### src/rtl/vga_ov_pkg.sv
// vga_ov_pkg: frame-writer state encoding and video geometry defaults shared
// with the VGA scan-out and median filter blocks.
package vga_ov_pkg;

    typedef enum logic [1:0] {
        IDLE   = 2'd0,
        ACTIVE = 2'd1,
        DONE   = 2'd2
    } fb_state_t;

    localparam int H_ACTIVE_DEF = 640;
    localparam int V_ACTIVE_DEF = 480;
    localparam int ADDR_W_DEF   = 19;
    localparam int DATA_W_DEF   = 12;

    // Counter width able to hold 0..n-1, never narrower than one bit.
    function automatic int cnt_w(input int n);
        return (n > 1) ? $clog2(n) : 1;
    endfunction

endpackage

### src/rtl/fb_pos_counter.sv
// fb_pos_counter: x/y/linear-address position of the next pixel in a frame.
// A clear takes effect combinationally, so a pixel arriving with it lands at 0.
module fb_pos_counter
    import vga_ov_pkg::*;
#(
    parameter int H_ACTIVE = H_ACTIVE_DEF,
    parameter int V_ACTIVE = V_ACTIVE_DEF,
    parameter int ADDR_W   = ADDR_W_DEF,
    parameter int XW       = cnt_w(H_ACTIVE),
    parameter int YW       = cnt_w(V_ACTIVE)
) (
    input  logic              clk_in,
    input  logic              rst,
    input  logic              clr,
    input  logic              inc,
    output logic [XW-1:0]     x,
    output logic [YW-1:0]     y,
    output logic [ADDR_W-1:0] addr,
    output logic              last
);

    logic [XW-1:0]     x_q;
    logic [YW-1:0]     y_q;
    logic [ADDR_W-1:0] addr_q;
    logic              eol;

    always_comb begin
        x    = clr ? '0 : x_q;
        y    = clr ? '0 : y_q;
        addr = clr ? '0 : addr_q;
        eol  = x == XW'(H_ACTIVE - 1);
        last = eol && (y == YW'(V_ACTIVE - 1));
    end

    // After the last pixel everything wraps to 0 so the address stays in range.
    always_ff @(posedge clk_in or negedge rst) begin
        if (!rst) begin
            x_q    <= '0;
            y_q    <= '0;
            addr_q <= '0;
        end else if (inc) begin
            x_q    <= eol ? '0 : x + XW'(1);
            y_q    <= last ? '0 : (eol ? y + YW'(1) : y);
            addr_q <= last ? '0 : addr + ADDR_W'(1);
        end else if (clr) begin
            x_q    <= '0;
            y_q    <= '0;
            addr_q <= '0;
        end
    end

endmodule

### src/rtl/filt_fb_writer.sv
// filt_fb_writer: writes the filtered pixel stream into the frame buffer and
// flags short/long frames. Define FB_WR_BORDER_EN to blank the frame border.
module filt_fb_writer
    import vga_ov_pkg::*;
#(
    parameter int H_ACTIVE = H_ACTIVE_DEF,
    parameter int V_ACTIVE = V_ACTIVE_DEF,
    parameter int ADDR_W   = ADDR_W_DEF,
    parameter int DATA_W   = DATA_W_DEF
) (
    input  logic              clk_in,
    input  logic              rst,
    input  logic              sof,
    input  logic [DATA_W-1:0] pix_in,
    input  logic              pix_valid,
    output logic              wr_en,
    output logic [ADDR_W-1:0] wr_addr,
    output logic [DATA_W-1:0] wr_data,
    output logic              frame_done,
    output logic              busy,
    output logic              err_short,
    output logic              err_long
);

    localparam int XW = cnt_w(H_ACTIVE);
    localparam int YW = cnt_w(V_ACTIVE);

`ifdef FB_WR_BORDER_EN
    localparam bit BORDER_EN = 1'b1;
`else
    localparam bit BORDER_EN = 1'b0;
`endif

    fb_state_t         state, state_next;
    logic              accept, drop, restart, last, on_border;
    logic [XW-1:0]     x;
    logic [YW-1:0]     y;
    logic [ADDR_W-1:0] addr;
    logic [DATA_W-1:0] data_next;

    fb_pos_counter #(
        .H_ACTIVE (H_ACTIVE),
        .V_ACTIVE (V_ACTIVE),
        .ADDR_W   (ADDR_W),
        .XW       (XW),
        .YW       (YW)
    ) u_pos (
        .clk_in (clk_in),
        .rst    (rst),
        .clr    (sof),
        .inc    (accept),
        .x      (x),
        .y      (y),
        .addr   (addr),
        .last   (last)
    );

    // sof wins over pix_valid: it reopens the frame and the pixel goes to address 0.
    always_comb begin
        state_next = state;
        restart    = sof && (state == ACTIVE);
        accept     = pix_valid && (sof || state == ACTIVE);
        drop       = pix_valid && !sof && (state == DONE);
        if (sof)
            state_next = ACTIVE;
        if (accept && last)
            state_next = DONE;
        on_border  = (x == '0) || (x == XW'(H_ACTIVE - 1)) ||
                     (y == '0) || (y == YW'(V_ACTIVE - 1));
        data_next  = (BORDER_EN && on_border) ? '0 : pix_in;
    end

    always_ff @(posedge clk_in or negedge rst) begin
        if (!rst)
            state <= IDLE;
        else
            state <= state_next;
    end

    always_ff @(posedge clk_in or negedge rst) begin
        if (!rst) begin
            wr_en      <= 1'b0;
            wr_addr    <= '0;
            wr_data    <= '0;
            frame_done <= 1'b0;
            err_short  <= 1'b0;
            err_long   <= 1'b0;
        end else begin
            wr_en      <= accept;
            frame_done <= accept && last;
            err_short  <= err_short || restart;
            err_long   <= err_long || drop;
            if (accept) begin
                wr_addr <= addr;
                wr_data <= data_next;
            end
        end
    end

    assign busy = state == ACTIVE;

endmodule

### config.mk
export PLATFORM = sky130hd
export DESIGN_NAME = filt_fb_writer
export DESIGN_NICKNAME = d
export VERILOG_FILES = /design/src/rtl/vga_ov_pkg.sv /design/src/rtl/fb_pos_counter.sv /design/src/rtl/filt_fb_writer.sv
export SDC_FILE = /design/constraint.sdc
export NUM_CORES = 1
export LEC_CHECK = 0
export ABC_AREA = 1
export CAP_MARGIN = 20
export CELL_PAD_IN_SITES_DETAIL_PLACEMENT = 1
export CELL_PAD_IN_SITES_GLOBAL_PLACEMENT = 1
export CORE_UTILIZATION = 43
export CTS_BUF_LIST = sky130_fd_sc_hd__clkbuf_4
export CTS_CLUSTER_DIAMETER = 60
export DETAILED_ROUTE_END_ITERATION = 10
export PLACE_DENSITY_LB_ADDON = 0.1
export RECOVER_POWER = 50
export SYNTH_ARGS = -nofsm -noshare
export SYNTH_HDL_FRONTEND = slang
export SYNTH_HIERARCHICAL = 1
export SYNTH_SLANG_ARGS = --single-unit
### constraint.sdc
create_clock -name clk_in -period 2 [get_ports clk_in]
set_input_delay 0.4 -clock clk_in [delete_from_list [all_inputs] [get_ports clk_in]]
set_output_delay 0.4 -clock clk_in [all_outputs]
set_load 0.05 [all_outputs]
==> summary.md <==
| Metric | Value |
|---|---|
| CP cell instances | `clkdlybuf4s50_1 > buf_12 > inv_12 > nand2_1 > inv_1 > ha_2 > nand2_2 > nor2_4 > nand3_4 > nor2_4 > buf_12 > nand2_1 > nor2_1 > nor2_1` |
| WS Path Type | `in -> reg` |
| WP data required | `around 2.3 ns` |
| GRT Total Usage | `0.262` |
| Outcome | `finished, final reports clean` |
| Max incr delay on CP | `around 0.44 ns` |
| Mapped Area | `around 0.004 mm²` |
| Area delta synth->final | `31.7%` |
| H-tree level count | `3` |
| Post-synthesis net count | `about 540` |
| Starting DRT DRC Count | `137` |
| Worst R2R Setup Slack | `between 0.2 and 0.25 ns` |
| Fill cells | `1173` |
| Pwr/cell area | `561 mW/mm²` |
| FF-to-FF Start | `u_pos/addr_q[0]$_DFF_PN0_` |
| Routed vias | `slightly below 4000` |
| Skew final | `around 0.011 ns` |
| Die height | `99.4 µm` |
| Post-route ant nets | `0` |
| Clock Path Buffers | `2` |
| Min-Delay Startpoint | `wr_addr[3]$_DFFE_PN0P_` |
| Placed Cells | `roughly 750` |
| Worst-path fanout max | `7` |
| Nets | `655` |
| Clock slew at reported path FFs | `between 0.1 and 0.15 ns` |
| Vias in the first global route | `around 4000` |
| DRC errors left | `0` |
| Overflow after GRT | `0` |
| Via density | `5.01` |
| CP max stage cell | `clkdlybuf4s50_1` |
| Slew HR | `0.514` |
| Post-Route WL | `about 12000 µm` |
| CTS root buf | `clkbuf_4` |
| TritonRoute pass-1 iters | `4` |
| Non-Filler Instances | `~770` |
| Reg2Reg Capture Point | `u_pos/addr_q[18]$_DFF_PN0_` |
| Measured slew at the worst slew-check pin | `about 0.73 ns` |
| TNS Setup | `0 ns` |
| Final period util | `0.986` |
| Final Power | `about 0.003 W` |
| Worst skew pair latency | `between 0.4 and 0.5 ns` |
| Crit. Startpoint | `sof` |
| Fin area | `about 0.0054 mm²` |
| Placement Cell Area | `about 0.0052 mm²` |
| DP HPWL | `8630 µm` |
| Synth Area per Inst | `7.88 µm²` |
| Initial antenna violation count | `1` |
| Die width | `99.4 µm` |
| Core footprint | `slightly above 0.009 mm²` |
| Port bufs | `between 50 and 60` |
| CP bufs+invs | `5` |
| Crit path depth | `14` |
| Period minus WS final | `~2 ns` |
| First-pass GRT wire length | `between 15000 and 20000 µm` |
| Hold Fails Final Rpt | `0` |
| I/O pin count | `between 50 and 60` |
| Fmax | `507 MHz` |
| GP Congestion | `~0.89` |
| R2R depth | `11` |
| Startpoint types | `primary input` |
| Setup crit end | `u_pos/y_q[3]$_DFF_PN0_` |
| Largest net degree at the start of global routing | `47` |
| Num CTS Buffers | `9` |
| Fin. max-slew vios | `0` |
| Peak supply drop | `~0.37 mV` |
| Clk sink count | `75` |
| CP endpoint kind | `flip-flop` |
| Leak | `between 2 and 3 nW` |
| # setup viols final | `0` |
| Total die area | `just under 0.01 mm²` |
| Max-Cap Viols | `0` |
| Row count | `35` |
| Initial core utilization | `0.442` |
| Wire length per cell | `roughly 15 µm` |
| Share of post-route cells with drive strength above 1 | `0.236` |
| Crit path arrival time | `about 2.3 ns` |
| Post-layout util | `0.582` |
| CTS tree | `done` |
| Hold WC Path Type | `reg -> reg` |
| Top delay family on crit path | `simple AND/OR/NAND/NOR gates` |
| Gate count of the mapped netlist | `roughly 520` |
| Number of synthesis warnings | `6` |
registers in the layout, indices dropped and copies added (netlist names):
signal and flops:
err_long 1, err_short 1, frame_done 1, state 2, u_pos/addr_q 19, u_pos/x_q 10, u_pos/y_q 9, wr_addr 19
wr_data 12, wr_en 1
per-layer routing:
layer / vias up / share of wire / GRT usage
li1: 1869 / - / -
met3: 22 / 0.031 / 0.0401
met5: - / 0 / 0
met1: 1895 / 0.43 / 0.309
met4: 0 / 0.021 / 0.0928
met2: 77 / 0.52 / 0.481
power breakdown:
| group | leakage, nW | switching [W] | internal (W) |
|---|---|---|---|
| registers | 1.01 | 0.0000228 | 0.00155 |
| clock network | 0.0861 | 0.000579 | 0.000504 |
| logic | 1.72 | 0.000246 | 0.000110 |
| total | 2.81 | 0.000847 | 0.00217 |
worst min-delay path, cell delays in order, from the launching register on:
cell and delay (ns):
dfrtp_1 0.36, nand2_1 0.05, nand2_1 0.04
layout make-up:
| class | instances | area [µm²] | share of cell area |
|---|---|---|---|
| Antenna cell | 1 | 2.50 | 0.000466 |
| Clock buffer | 9 | 67.6 | 0.0126 |
| Clock inverter | 7 | 91.3 | 0.0170 |
| Inverter | 59 | 234 | 0.0435 |
| Multi-Input combinational cell | 365 | 1870 | 0.348 |
| Sequential cell | 75 | 1880 | 0.349 |
| Tap cell | 129 | 161 | 0.0300 |
| Timing Repair Buffer | 126 | 1070 | 0.199 |
through the flow:
stage               hold slack (ns)  setup slack (ns)
global route                  0.496           -0.0848
CTS                           0.419           0.00201
finish                        0.477            0.0287
global placement              0.357            -0.353
floorplan                     0.104           -0.0198
detailed placement            0.355            -0.432
cells in the final DEF, fill, tap and decap left out, types with 2 or more instances in the layout:
cell type	count
a21oi_1	2
a21oi_2	2
a31oi_1	2
buf_12	3
buf_4	68
buf_6	2
bufinv_16	2
clkbuf_2	2
clkbuf_4	10
clkdlybuf4s50_1	13
clkinv_2	3
dfrtp_1	75
dlygate4sd2_1	34
dlygate4sd3_1	2
ha_2	2
inv_1	53
inv_2	5
nand2_1	147
nand2_2	12
nand2_4	3
nand3_1	58
nand3_2	3
nand3_4	2
nand4_1	11
nor2_1	61
nor2_2	11
nor2_4	10
nor3_1	7
nor3_2	4
o21ai_0	7
o21ai_1	2
o21bai_1	2
xnor2_1	3
xor2_1	8
worst min path at each step:
stage,cells after the start,slack [ns],endpoint
6_report,2,0.48,wr_addr[3]$_DFFE_PN0P_
3_5_place_dp,1,0.36,err_short$_DFF_PN0_
5_1_grt,3,0.50,wr_data[11]$_DFFE_PN0P_
4_1_cts,2,0.42,wr_data[1]$_DFFE_PN0P_
3_3_place_gp,1,0.36,err_long$_DFF_PN0_
2_1_floorplan,0,0.10,err_long$_DFF_PN0_
repair_timing:
action | CTS | global route
endpoints found under the setup margin | 44 | 24
buffers inserted | 0 | 0
gates cloned | 0 | 0
hold buffers | 1 | 0
resized for setup | 37 | 9
pin swaps | 1 | 3
hold endpoints to repair | 29 | 0
(Power assumes the default switching activity.)
